File: src/rtl/au_prefix_seq_add.sv
// Segmented adder: one AU_prefix_and_or of WIDTH bits reused over NSEG cycles, carry held in a register.
// Optional signed-overflow output enabled by defining AU_PREFIX_SEQ_ADD_OVF_EN.

module AU_prefix_and_or #(
    parameter int WIDTH = 8,
    parameter int ARCH  = 0
) (
    input  logic [WIDTH-1:0] gi,
    input  logic [WIDTH-1:0] pi,
    output logic [WIDTH-1:0] go,
    output logic [WIDTH-1:0] po
);
    localparam int LV = (WIDTH > 1) ? $clog2(WIDTH) : 1;

    // go[i]/po[i] are the group generate/propagate of bits 0..i; ARCH picks the network shape.
    generate
        if (ARCH == 1) begin : g_sklansky
            always_comb begin
                logic [WIDTH-1:0] g_v, p_v, g_n, p_n;
                int j;
                g_v = gi;
                p_v = pi;
                g_n = gi;
                p_n = pi;
                j   = 0;
                for (int l = 0; l < LV; l++) begin
                    g_n = g_v;
                    p_n = p_v;
                    for (int i = 0; i < WIDTH; i++) begin
                        if (((i >> l) & 1) == 1) begin
                            j      = ((i >> l) << l) - 1;
                            g_n[i] = g_v[i] | (p_v[i] & g_v[j]);
                            p_n[i] = p_v[i] & p_v[j];
                        end
                    end
                    g_v = g_n;
                    p_v = p_n;
                end
                go = g_v;
                po = p_v;
            end
        end else if (ARCH == 2) begin : g_kogge_stone
            always_comb begin
                logic [WIDTH-1:0] g_v, p_v, g_n, p_n;
                g_v = gi;
                p_v = pi;
                g_n = gi;
                p_n = pi;
                for (int l = 0; l < LV; l++) begin
                    g_n = g_v;
                    p_n = p_v;
                    for (int i = (1 << l); i < WIDTH; i++) begin
                        g_n[i] = g_v[i] | (p_v[i] & g_v[i-(1<<l)]);
                        p_n[i] = p_v[i] & p_v[i-(1<<l)];
                    end
                    g_v = g_n;
                    p_v = p_n;
                end
                go = g_v;
                po = p_v;
            end
        end else if (ARCH == 3) begin : g_brent_kung
            // Up-sweep and down-sweep targets never overlap their sources, so in-place update is safe.
            always_comb begin
                logic [WIDTH-1:0] g_v, p_v;
                g_v = gi;
                p_v = pi;
                for (int l = 0; l < LV; l++) begin
                    for (int i = (2 << l) - 1; i < WIDTH; i += (2 << l)) begin
                        g_v[i] = g_v[i] | (p_v[i] & g_v[i-(1<<l)]);
                        p_v[i] = p_v[i] & p_v[i-(1<<l)];
                    end
                end
                for (int l = LV - 1; l >= 0; l--) begin
                    for (int i = (3 << l) - 1; i < WIDTH; i += (2 << l)) begin
                        g_v[i] = g_v[i] | (p_v[i] & g_v[i-(1<<l)]);
                        p_v[i] = p_v[i] & p_v[i-(1<<l)];
                    end
                end
                go = g_v;
                po = p_v;
            end
        end else begin : g_ripple
            always_comb begin
                logic [WIDTH-1:0] g_v, p_v;
                g_v = gi;
                p_v = pi;
                for (int i = 1; i < WIDTH; i++) begin
                    g_v[i] = gi[i] | (pi[i] & g_v[i-1]);
                    p_v[i] = pi[i] & p_v[i-1];
                end
                go = g_v;
                po = p_v;
            end
        end
    endgenerate
endmodule

module au_prefix_seq_add #(
    parameter int WIDTH = 8,
    parameter int NSEG  = 4,
    parameter int ARCH  = 0
) (
    input  logic                  clk,
    input  logic                  rst,
    input  logic                  in_valid,
    output logic                  in_ready,
    input  logic [WIDTH*NSEG-1:0] a,
    input  logic [WIDTH*NSEG-1:0] b,
    input  logic                  ci,
    output logic                  out_valid,
    input  logic                  out_ready,
    output logic [WIDTH*NSEG-1:0] s,
    output logic                  co
`ifdef AU_PREFIX_SEQ_ADD_OVF_EN
    ,
    output logic                  ovf
`endif
);
    localparam int TW = WIDTH * NSEG;
    localparam int CW = (NSEG > 1) ? $clog2(NSEG) : 1;
    localparam logic [CW-1:0] LAST_SEG = CW'(NSEG - 1);

    typedef enum logic [1:0] {
        IDLE = 2'd0,
        RUN  = 2'd1,
        DONE = 2'd2
    } state_t;

    state_t            state_reg, state_next;
    logic [TW-1:0]     a_reg, b_reg;
    logic              c_reg;
    logic [CW-1:0]     cnt_reg;
    logic              co_reg;
    logic [WIDTH-1:0]  s_seg_reg [NSEG];
    logic [WIDTH-1:0]  a_seg_arr [NSEG];
    logic [WIDTH-1:0]  b_seg_arr [NSEG];

    logic [WIDTH-1:0]  prefix_g, prefix_p, prefix_go, prefix_po;
    logic [WIDTH-1:0]  c_vec;
    logic [WIDTH-1:0]  seg_sum;
    logic              carry_next;
    logic              last_seg;

    // State register
    always_ff @(posedge clk) begin
        if (rst) begin
            state_reg <= IDLE;
        end else begin
            state_reg <= state_next;
        end
    end

    // Next-state logic
    always_comb begin
        state_next = state_reg;
        case (state_reg)
            IDLE:    if (in_valid)  state_next = RUN;
            RUN:     if (last_seg)  state_next = DONE;
            DONE:    if (out_ready) state_next = IDLE;
            default:                state_next = IDLE;
        endcase
    end

    // Output decode
    always_comb begin
        in_ready  = 1'b0;
        out_valid = 1'b0;
        case (state_reg)
            IDLE:    in_ready  = 1'b1;
            DONE:    out_valid = 1'b1;
            default: ;
        endcase
    end

    assign last_seg = (cnt_reg == LAST_SEG);

    genvar gi;
    generate
        for (gi = 0; gi < NSEG; gi++) begin : g_seg
            assign a_seg_arr[gi] = a_reg[gi*WIDTH +: WIDTH];
            assign b_seg_arr[gi] = b_reg[gi*WIDTH +: WIDTH];
            assign s[gi*WIDTH +: WIDTH] = s_seg_reg[gi];

            always_ff @(posedge clk) begin
                if (rst) begin
                    s_seg_reg[gi] <= '0;
                end else if (state_reg == RUN && cnt_reg == CW'(gi)) begin
                    s_seg_reg[gi] <= seg_sum;
                end
            end
        end
    endgenerate

    assign prefix_g = a_seg_arr[cnt_reg] & b_seg_arr[cnt_reg];
    assign prefix_p = a_seg_arr[cnt_reg] ^ b_seg_arr[cnt_reg];

    AU_prefix_and_or #(
        .WIDTH (WIDTH),
        .ARCH  (ARCH)
    ) u_prefix (
        .gi (prefix_g),
        .pi (prefix_p),
        .go (prefix_go),
        .po (prefix_po)
    );

    // Bit carries inside the segment, all derived from the registered segment carry-in.
    assign c_vec[0] = c_reg;
    generate
        for (gi = 1; gi < WIDTH; gi++) begin : g_carry
            assign c_vec[gi] = prefix_go[gi-1] | (prefix_po[gi-1] & c_reg);
        end
    endgenerate

    assign seg_sum    = prefix_p ^ c_vec;
    assign carry_next = prefix_go[WIDTH-1] | (prefix_po[WIDTH-1] & c_reg);

    always_ff @(posedge clk) begin
        if (rst) begin
            a_reg   <= '0;
            b_reg   <= '0;
            c_reg   <= 1'b0;
            cnt_reg <= '0;
            co_reg  <= 1'b0;
        end else begin
            case (state_reg)
                IDLE: begin
                    if (in_valid) begin
                        a_reg   <= a;
                        b_reg   <= b;
                        c_reg   <= ci;
                        cnt_reg <= '0;
                    end
                end
                RUN: begin
                    c_reg <= carry_next;
                    if (last_seg) begin
                        co_reg <= carry_next;
                    end else begin
                        cnt_reg <= cnt_reg + CW'(1);
                    end
                end
                default: ;
            endcase
        end
    end

    assign co = co_reg;

`ifdef AU_PREFIX_SEQ_ADD_OVF_EN
    logic ovf_reg;

    // Signed overflow: carry into the top bit disagrees with the carry out of it.
    always_ff @(posedge clk) begin
        if (rst) begin
            ovf_reg <= 1'b0;
        end else if (state_reg == RUN && last_seg) begin
            ovf_reg <= c_vec[WIDTH-1] ^ carry_next;
        end
    end

    assign ovf = ovf_reg;
`endif

endmodule

File: config.mk
export PLATFORM = sky130hd
export DESIGN_NAME = au_prefix_seq_add
export DESIGN_NICKNAME = d
export VERILOG_FILES = /design/src/rtl/au_prefix_seq_add.sv
export SDC_FILE = /design/constraint.sdc
export NUM_CORES = 1
export LEC_CHECK = 0
export ABC_AREA = 1
export CORE_ASPECT_RATIO = 0.9
export CORE_MARGIN = 10
export CORE_UTILIZATION = 45
export CTS_CLUSTER_DIAMETER = 40
export CTS_CLUSTER_SIZE = 14
export DETAILED_ROUTE_END_ITERATION = 10
export PLACE_DENSITY = 0.74
export SLEW_MARGIN = 0
export SYNTH_ARGS = -nofsm -noshare
export SYNTH_HDL_FRONTEND = slang
export SYNTH_SLANG_ARGS = --single-unit
File: constraint.sdc
create_clock -name clk -period 2.9 [get_ports clk]
set_clock_uncertainty 0.15 [all_clocks]
set_input_delay 0.29 -clock clk [delete_from_list [all_inputs] [get_ports clk]]
set_output_delay 0.29 -clock clk [all_outputs]
set_load 0.05 [all_outputs]
==> results.txt <==
Leak - 2.27 nW
Clk pin slew, worst setup/hold paths - 90 ps
H-Tree Depth - 3
Slew Limit Headroom - 62.2%
CTS tree - done
Total Power - 3.33 mW
Setup crit end kind - flip-flop
full die area - 14000 µm²
HP Class - reg2reg
grt ovf - 0
crit path kind - reg2reg
Residual DRC - 0
Syn Inst Count - 526
most frequent cells in the layout - 202 x nor2_1, 103 x clkdlybuf4s50_1, 97 x o21ai_0, 70 x dfxtp_1, 32 x edfxtp_1
worst path arrival time - 2640 ps
clock sink total - 102
DIE HEIGHT - 113 µm
Avg WL per Cell - 15.2 µm
Syn Std Cell Area - 4330 µm²
post-place instance area - 5490 µm²
vias - 3767
Initial DRC Count - 223
period utilization - 92.3%
Antenna Nets Post-Route - 0
clock root buffer master - clkbuf_8
DP HPWL - 8610 µm
first-pass GRT wire length - 18200 µm
Hold Slack - 333 ps
fin crit period - 2680 ps
Worst Setup Start Kind - flip-flop
Synth cell types - 26
sequential share of the synthesized area - 54.5%
CTS Buf Count - 9
Synth Area per Inst - 8.24 µm²
uppermost layer routed - met4
Initial Util - 46.8%
final-report max-slew violation count - 0
share of cells above drive strength 1 - 5.77%
status - finished, final reports clean
final RePlAce weighted congestion - 0.833
Post-Syn Nets - 608
final WL - 11300 µm
flops & latches, synth - 102
die width - 123 µm
metal3 WL - 765 µm
Total GRT Usage - 16.1%
RSZ-0062 raised after global routing - no
Area Overhead vs Synth - 31.3%
Pre-antenna DRT Iters - 4
synth warn - 0
routed vias/inst - 5.05
max cap viols - 0
Clk Latency, worst-skew pair - 370 ps
CP required - 2860 ps
antenna diode count - 0
final instance area - 5690 µm²
hold buffers post-CTS - 0
I/O pin cnt - 104
most common cell after layout, fill and taps aside - nor2_1
Buffers on Ports - 103
worst vdd rail ir drop - 329 µV
CTS max path bufs - 2
wl on met1 - 5330 µm
initial antenna violation count - 0
worst slack, placed - 128 ps
post-route setup TNS - 0 ps
Core ar. - 9250 µm²
Peak Freq - 374 MHz
length of routed met2 wiring - 5040 µm
PwrDens - 586 nW/µm²
Final Hold Fails - 0
worst slew pin tran - 563 ps
postcts setup bufs - 0
CP Max Fanout - 35
FP Rows - 33
setup violators final - 0
pin count of the biggest net entering global routing - 65
vias in the first global route - 3675
Worst Slack Setup Final - 225 ps
Final nets - 701
==> worst paths after layout <==
check	cells after the start	slack, ps	end	from
worst min-delay path	2	330	co	co
worst max register to register	13	220	s_seg_reg[3][4]	cnt_reg[0]
worst min register to register	2	330	co	co
worst max-delay path	13	220	s_seg_reg[3][4]	cnt_reg[0]
==> per-layer routing <==
| metal | up-vias | global-route usage, % |
|---|---|---|
| met5 | - | 0 |
| met4 | 0 | 4.81 |
| met3 | 18 | 4.62 |
| met2 | 109 | 24.9 |
| met1 | 1717 | 21.3 |
| li1 | 1923 | - |
==> what timing repair did <==
| action | CTS | global route |
|---|---|---|
| hold endpoints to repair | 0 | 0 |
| endpoints found under the setup margin | 0 | 13 |
| gates resized for setup | 0 | 4 |
==> synth_stat cells <==
library cell,n,area share [%]
nand3_2,2,0.46
nand3_1,5,0.58
dfxtp_1,70,32
a22oi_1,2,0.35
clkinv_1,2,0.17
nand2_1,22,1.9
clkbuf_1,22,1.9
buf_1,2,0.17
inv_1,15,1.3
a21oi_1,2,0.23
buf_2,5,0.58
o21ai_0,97,11
edfxtp_1,32,22
xor2_1,4,0.81
nor2_2,2,0.29
a31oi_1,1,0.14
fa_1,1,0.46
ha_1,12,3.5
o22ai_1,16,2.3
or2_2,1,0.14
nand4_1,1,0.14
xnor2_1,3,0.61
nor2_1,202,17
o41ai_1,1,0.20
nor3_1,1,0.12
nand2_2,3,0.43
==> worst max-delay path, cell delays in order, from the launching register on <==
cell and delay (ps):
dfxtp_1 350, buf_6 250, o21ai_0 130, o22ai_1 190, ha_1 290, nand2_1 80, nand2_1 60, nand2_1 60
nand2_1 70, nand2_1 60, nand2_1 70, a31oi_1 180, xor2_1 380, nor2_1 100
==> cell families (layout without fill, tap and decap cells) <==
family	Yosys count	count (layout)	share of synthesized area [%]
AND/OR/NAND/NOR	239	239	21.6
AO/OA/AOI/OAI	119	119	14.4
flip-flops	102	102	54.5
buffers and inverters	46	144	4.13
XOR/XNOR	7	7	1.41
adder cells (fa/ha/maj)	13	13	3.93
==> cell type report <==
| class | count | area (µm²) |
|---|---|---|
| Clock buffer | 9 | 124 |
| Clock inverter | 7 | 60.1 |
| Fill cell | 849 | 3560 |
| Inverter | 17 | 63.8 |
| Multi-Input combinational cell | 378 | 1810 |
| Sequential cell | 102 | 2360 |
| Tap cell | 122 | 153 |
| Timing Repair Buffer | 111 | 1120 |
==> metrics by stage <==
| step | util, % | instances |
|---|---|---|
| after CTS | 61.3 | 746 |
| after floorplan | - | 526 |
| after global routing | 61.5 | 746 |
| after global placement | 59.3 | 730 |
| after detailed placement | 59.3 | 730 |
| final | 61.5 | 746 |
==> where the power goes <==
group          switching (mW)  internal (mW)
Combinational           0.518          0.325
Clock                   0.492          0.361
Sequential             0.0582           1.58
Total                    1.07           2.27
No activity file was read; power rests on OpenSTA's default activity.
==> edit 1 (config.mk and constraints unchanged) <==
Encoding of `state_t`: now one-hot (3 bits for 3 states).
--- a/src/rtl/au_prefix_seq_add.sv
+++ b/src/rtl/au_prefix_seq_add.sv
@@ -121,10 +121,10 @@
     localparam int CW = (NSEG > 1) ? $clog2(NSEG) : 1;
     localparam logic [CW-1:0] LAST_SEG = CW'(NSEG - 1);
 
-    typedef enum logic [1:0] {
-        IDLE = 2'd0,
-        RUN  = 2'd1,
-        DONE = 2'd2
+    typedef enum logic [2:0] {
+        IDLE = 3'b001,
+        RUN  = 3'b010,
+        DONE = 3'b100
     } state_t;
 
     state_t            state_reg, state_next;
Function: no difference found for any inputs over 4 cycles, from zero or initial values and one cycle with rst high; so few cycles prove little.
==> edit 1 against the original RTL <==
Routed wire length is 2.3% higher. Final area up 2.7%. Power rose by 11%. Setup slack lost 0.067 ns. Synthesized cell count grew 3.2%. Synthesized area is 3.6% higher. Critical endpoint is now s_seg_reg[0][3]$_SDFFCE_PN0P_. Count of clock-buffer cells in the layout unchanged. Sequential cell count increased by 1. Via count is 3.0% higher. Highest routed layer unchanged. Non-clock buffer count rose by 3.
==> edit 1: results (changes against the original RTL) <==
top cell type by total area after synthesis: sky130_fd_sc_hd__dfxtp_1
number of detailed-routing iterations run before antenna repair: 5 (+1)
Async S/R FF share, synth: 0 (unchanged)
routed wire length: 11.6 mm (+2.3%)
number of clock buffers inserted by TritonCTS: 9 (unchanged)
HPWL after detailed placement: 8.68 mm (+0.85%)
maximum count of clock buffers along a single path: 2 (unchanged)
sequential share of the synthesized area: 0.531 (-0.0142)
run status: finished, final reports clean
ratio of cells with drive above 1 in the final layout: 0.0701 (+0.0124)
clock latency on the worst-skew pair: 0.36 ns
via-per-instance ratio: 5.05 (about the same)
LEAKAGE: 2.34 nW (+2.9%)
EDFF count, synth: 32 (unchanged)
post-synthesis adder-cell area fraction: 0.0379 (-0.00135)
root buf cell: sky130_fd_sc_hd__clkbuf_8
cell count after synthesis: 543 (+3.2%)
synth cell count leaders: 195 x sky130_fd_sc_hd__nor2_1, 77 x sky130_fd_sc_hd__o21ai_0, 71 x sky130_fd_sc_hd__dfxtp_1
complex-gate fraction of the synthesized area: 0.143 (-0.00133)
Layout Nets: 719 (+2.6%)
Total Routing Usage GR: 0.156 (-0.00521)
worst supply voltage drop on vdd: 0.000289 V (-12%)
last weighted congestion value of the routability-driven placer: 0.909 (+9.2%)
# fillers: 879 (+3.5%)
global-route wire length before repair: 18.7 mm (+2.9%)
cell types with the largest area share after synthesis: sky130_fd_sc_hd__dfxtp_1 32%, sky130_fd_sc_hd__edfxtp_1 21%, sky130_fd_sc_hd__nor2_1 16%
number of distinct library cell variants in the gate-level netlist after synthesis: 31 (+19%)
diode count: 0 (unchanged)
Synthesis Warnings: 0 (unchanged)
Post-Synthesis Net Count: 625 (+2.8%)
Hold WC Path Type: reg2reg
family with the most delay on the worst path: compound AO/OA/AOI/OAI gates
vias in the first global route: 3,827 (+4.1%)
biggest cell delay along the critical path: 0.37 ns
standard cell with the maximum stage delay on the critical path: sky130_fd_sc_hd__dfxtp_1
maximum level of the CTS H-tree: 3 (unchanged)
Synth Area in XOR/XNOR: 0.0117 (-0.00244)
critical-path maximum fanout: 34 (-2.9%)
clock transition at the register clock pins on the worst setup and hold paths after CTS: 0.10 ns
dpl ws: 0.142 ns (+0.0143 ns)
Placed Instances: 751 (+2.9%)
WL per Instance: 15.1 um (-0.65%)
worst rel slew slack: 0.612 (-0.0106)
initial DRC count: 212 (-4.9%)
antenna violations before repair: 0 (unchanged)
pin count of the biggest net entering global routing: 66 (+1.5%)
fraction of synthesized area in multiplexers: 0 (unchanged)
count of input and output buffers: 103 (unchanged)
==> edit 1: logic make-up after synthesis <==
logic type | Yosys count
buffers and inverters | 56
flip-flops | 103
adder cells (fa/ha/maj) | 13
XOR/XNOR | 6
AND/OR/NAND/NOR | 243
AO/OA/AOI/OAI | 122
==> edit 1: final timing paths <==
| path | endpoint | slack, ns | from | cells past startpoint |
|---|---|---|---|---|
| worst min-delay path | b_reg[16]$_SDFFE_PP0P_ | 0.34 | b_reg[16]$_SDFFE_PP0P_ | 2 |
| worst max register to register | s_seg_reg[0][3]$_SDFFCE_PN0P_ | 0.16 | cnt_reg[0]$_SDFFE_PP0P_ | 10 |
| worst max-delay path | s_seg_reg[0][3]$_SDFFCE_PN0P_ | 0.16 | cnt_reg[0]$_SDFFE_PP0P_ | 10 |
| worst min register to register | b_reg[16]$_SDFFE_PP0P_ | 0.34 | b_reg[16]$_SDFFE_PP0P_ | 2 |
==> edit 1: per-layer routing <==
layer,share of wire,vias up,global-route usage
li1,-,1967,-
met1,0.46,1777,0.192
met2,0.48,126,0.266
met3,0.060,10,0.0396
met4,0.0073,0,0.0429
met5,0,-,0
==> edit 1: final cells by class <==
cell class | instances | area [um2] | share of cell area
clock buffer | 9 | 124 | 0.0212
clock inverter | 7 | 105 | 0.0180
inverter | 25 | 97.6 | 0.0167
multi-input combinational | 384 | 1850 | 0.316
sequential | 103 | 2380 | 0.408
tap | 126 | 158 | 0.0270
timing repair buffer | 114 | 1130 | 0.193
==> edit 1: through the flow <==
| stage | instance area [um2] | setup TNS, ns | hold slack [ns] | utilization |
|---|---|---|---|---|
| global placement | 5570 | 0 | 0.308 | 0.574 |
| floorplan | 4490 | 0 | 0.209 | - |
| global route | 5840 | -0.0318 | 0.356 | 0.603 |
| detailed placement | 5570 | 0 | 0.316 | 0.574 |
| finish | 5840 | 0 | 0.338 | 0.603 |
| CTS | 5800 | 0 | 0.340 | 0.598 |
==> edit 1: report_power, final <==
group | internal [mW] | switching (mW) | total, mW
clock network | 0.498 | 0.517 | 1.01
logic | 0.380 | 0.629 | 1.01
registers | 1.61 | 0.0652 | 1.67
==> edit 1: timing repair <==
item | in CTS | in global routing
endpoints found under the hold margin | 0 | 0
endpoints found under the setup margin | 0 | 16
setup buffers | 0 | 1
hold buffers | 0 | 0
gates resized for setup | 0 | 8
==> edit 2 (same flow settings) <==
Without the edit above. Build with the macro `AU_PREFIX_SEQ_ADD_OVF_EN` defined.
--- a/src/rtl/au_prefix_seq_add.sv
+++ b/src/rtl/au_prefix_seq_add.sv
@@ -1,5 +1,7 @@
 // Segmented adder: one AU_prefix_and_or of WIDTH bits reused over NSEG cycles, carry held in a register.
 // Optional signed-overflow output enabled by defining AU_PREFIX_SEQ_ADD_OVF_EN.
+
+`define AU_PREFIX_SEQ_ADD_OVF_EN
 
 module AU_prefix_and_or #(
     parameter int WIDTH = 8,
Check against the original RTL (old outputs only; new: ovf): equivalent (Yosys induction, for registers that start in step).
==> edit 2 against the original RTL <==
Final area is 0.99% higher. Highest routed layer unchanged. Setup slack worse by 0.066 ns. Synthesized area is 1.1% higher. Routed wire length is 4.4% lower. Power is 0.67% higher. Sequential cell count is 1 higher. Largest cell class unchanged. Largest power group unchanged.
==> edit 2: results (changes against the original RTL) <==
biggest cell delay along the critical path: 0.34 ns (-0.04 ns)
Layout Nets: 709 (+1.1%)
initial DRC count: 273 (+22%)
last weighted congestion value of the routability-driven placer: 0.904 (+8.5%)
WL per Instance: 14.3 um (-5.9%)
top routing layer in use: met4
EDFF count, synth: 32 (unchanged)
transition time at the pin with the least slew margin: 0.630 ns (+0.0675 ns)
cell count after synthesis: 534 (+1.5%)
diode count: 0 (unchanged)
post-route insts no fill: 758 (+1.6%)
LEAKAGE: 2.28 nW (+0.44%)
count of input and output buffers: 104 (+0.97%)
Worst EP arrival: 2.70 ns (+0.06 ns)
total met3 wirelength after detailed routing: 916 um (+20%)
dpl ws: 0.119 ns (-0.00925 ns)
met2 layer wire length in the routed design: 5.04 mm (unchanged)
Placed Instances: 742 (+1.6%)
family with the most delay on the worst path: simple AND/OR/NAND/NOR gates
dominant synthesized flop cell: sky130_fd_sc_hd__dfxtp_1
ratio of cells with drive above 1 in the final layout: 0.0538 (-0.00389)
Async S/R FF share, synth: 0 (unchanged)
final count of negative-setup-slack endpoints: 0 (unchanged)
maximum level of the CTS H-tree: 3 (unchanged)
sequential share of the synthesized area: 0.544 (-0.00150)
Post-Synthesis Net Count: 616 (+1.3%)
global-route wire length before repair: 17.2 mm (-5.3%)
synth cell count leaders: 201 x sky130_fd_sc_hd__nor2_1, 100 x sky130_fd_sc_hd__o21ai_0, 71 x sky130_fd_sc_hd__dfxtp_1
Total Routing Usage GR: 0.151 (-0.0103)
number of distinct library cell variants in the gate-level netlist after synthesis: 26 (unchanged)
worst supply voltage drop on vdd: 0.000308 V (-6.4%)
HPWL after detailed placement: 8.53 mm (-0.90%)
pin count of the biggest net entering global routing: 65 (unchanged)
Hold WC Path Type: reg2reg
GRT met2 Usage: 0.246 (-0.00308)
antenna violations before repair: 0 (unchanged)
max-slew violation count: 0 (unchanged)
overall via count from detail_route: 3,798 (+0.82%)
critical-path maximum fanout: 35 (unchanged)
maximum count of clock buffers along a single path: 2 (unchanged)
met1 Use GR: 0.187 (-0.0257)
run status: finished, final reports clean
cell types with the largest area share after synthesis: sky130_fd_sc_hd__dfxtp_1 32%, sky130_fd_sc_hd__edfxtp_1 22%, sky130_fd_sc_hd__nor2_1 17%
number of detailed-routing iterations run before antenna repair: 7 (+3)
vias in the first global route: 3,666 (-0.24%)
number of clock buffers inserted by TritonCTS: 9 (unchanged)
met3 GRT Util: 0.0425 (-0.00373)
standard cell with the maximum stage delay on the critical path: sky130_fd_sc_hd__dfxtp_1
Met1 Wirelength: 4.75 mm (-11%)
Sw Share: 0.304 (-0.0162)
clock latency on the worst-skew pair: 0.36 ns
setup TNS: 0 ns (unchanged)
clock transition at the register clock pins on the worst setup and hold paths after CTS: 0.09 ns (about the same)
DP Area: 5520 um2 (+0.59%)
edit 2: cell type report:
type	count	area, um2
Clock buffer	12	146
Clock inverter	4	55.1
Fill cell	866	3830
Inverter	18	71.3
Multi-Input combinational cell	383	1830
Sequential cell	103	2380
Tap cell	126	158
Timing Repair Buffer	112	1100
edit 2: timing repair:
action,CTS,global route
endpoints found under the setup margin,0,10
setup buffers,0,0
endpoints found under the hold margin,0,0
resized for setup,0,5
edit 2: power groups by stage:
stage / sequential (mW) / clock, mW / combinational [mW]
after floorplan: 1.77 / 0 / 0.425
after global placement: 1.69 / 0 / 0.781
after detailed placement: 1.68 / 0 / 0.800
after CTS: 1.65 / 0.900 / 0.803
after global routing: 1.66 / 0.960 / 0.899
final: 1.65 / 0.887 / 0.819
edit 2: path summary, 6_finish.rpt:
path | start | end | slack, ns | depth (start not counted)
worst max-delay path | cnt_reg[0]$_SDFFE_PP0P_ | s_seg_reg[1][7]$_SDFFCE_PN0P_ | 0.16 | 16
worst min-delay path | co$_SDFFE_PP0P_ | co$_SDFFE_PP0P_ | 0.34 | 2
worst max register to register | cnt_reg[0]$_SDFFE_PP0P_ | s_seg_reg[1][7]$_SDFFCE_PN0P_ | 0.16 | 16
worst min register to register | co$_SDFFE_PP0P_ | co$_SDFFE_PP0P_ | 0.34 | 2
edit 2: kinds of logic (layout without fill, tap and decap cells):
kind of cell | count (synthesis) | after routing | synth area share
compound gates | 122 | 122 | 0.146
xor+xnor | 7 | 7 | 0.0140
fa+ha+maj | 13 | 13 | 0.0388
buf+inv | 48 | 146 | 0.0431
flops | 103 | 103 | 0.544
simple gates | 241 | 241 | 0.214
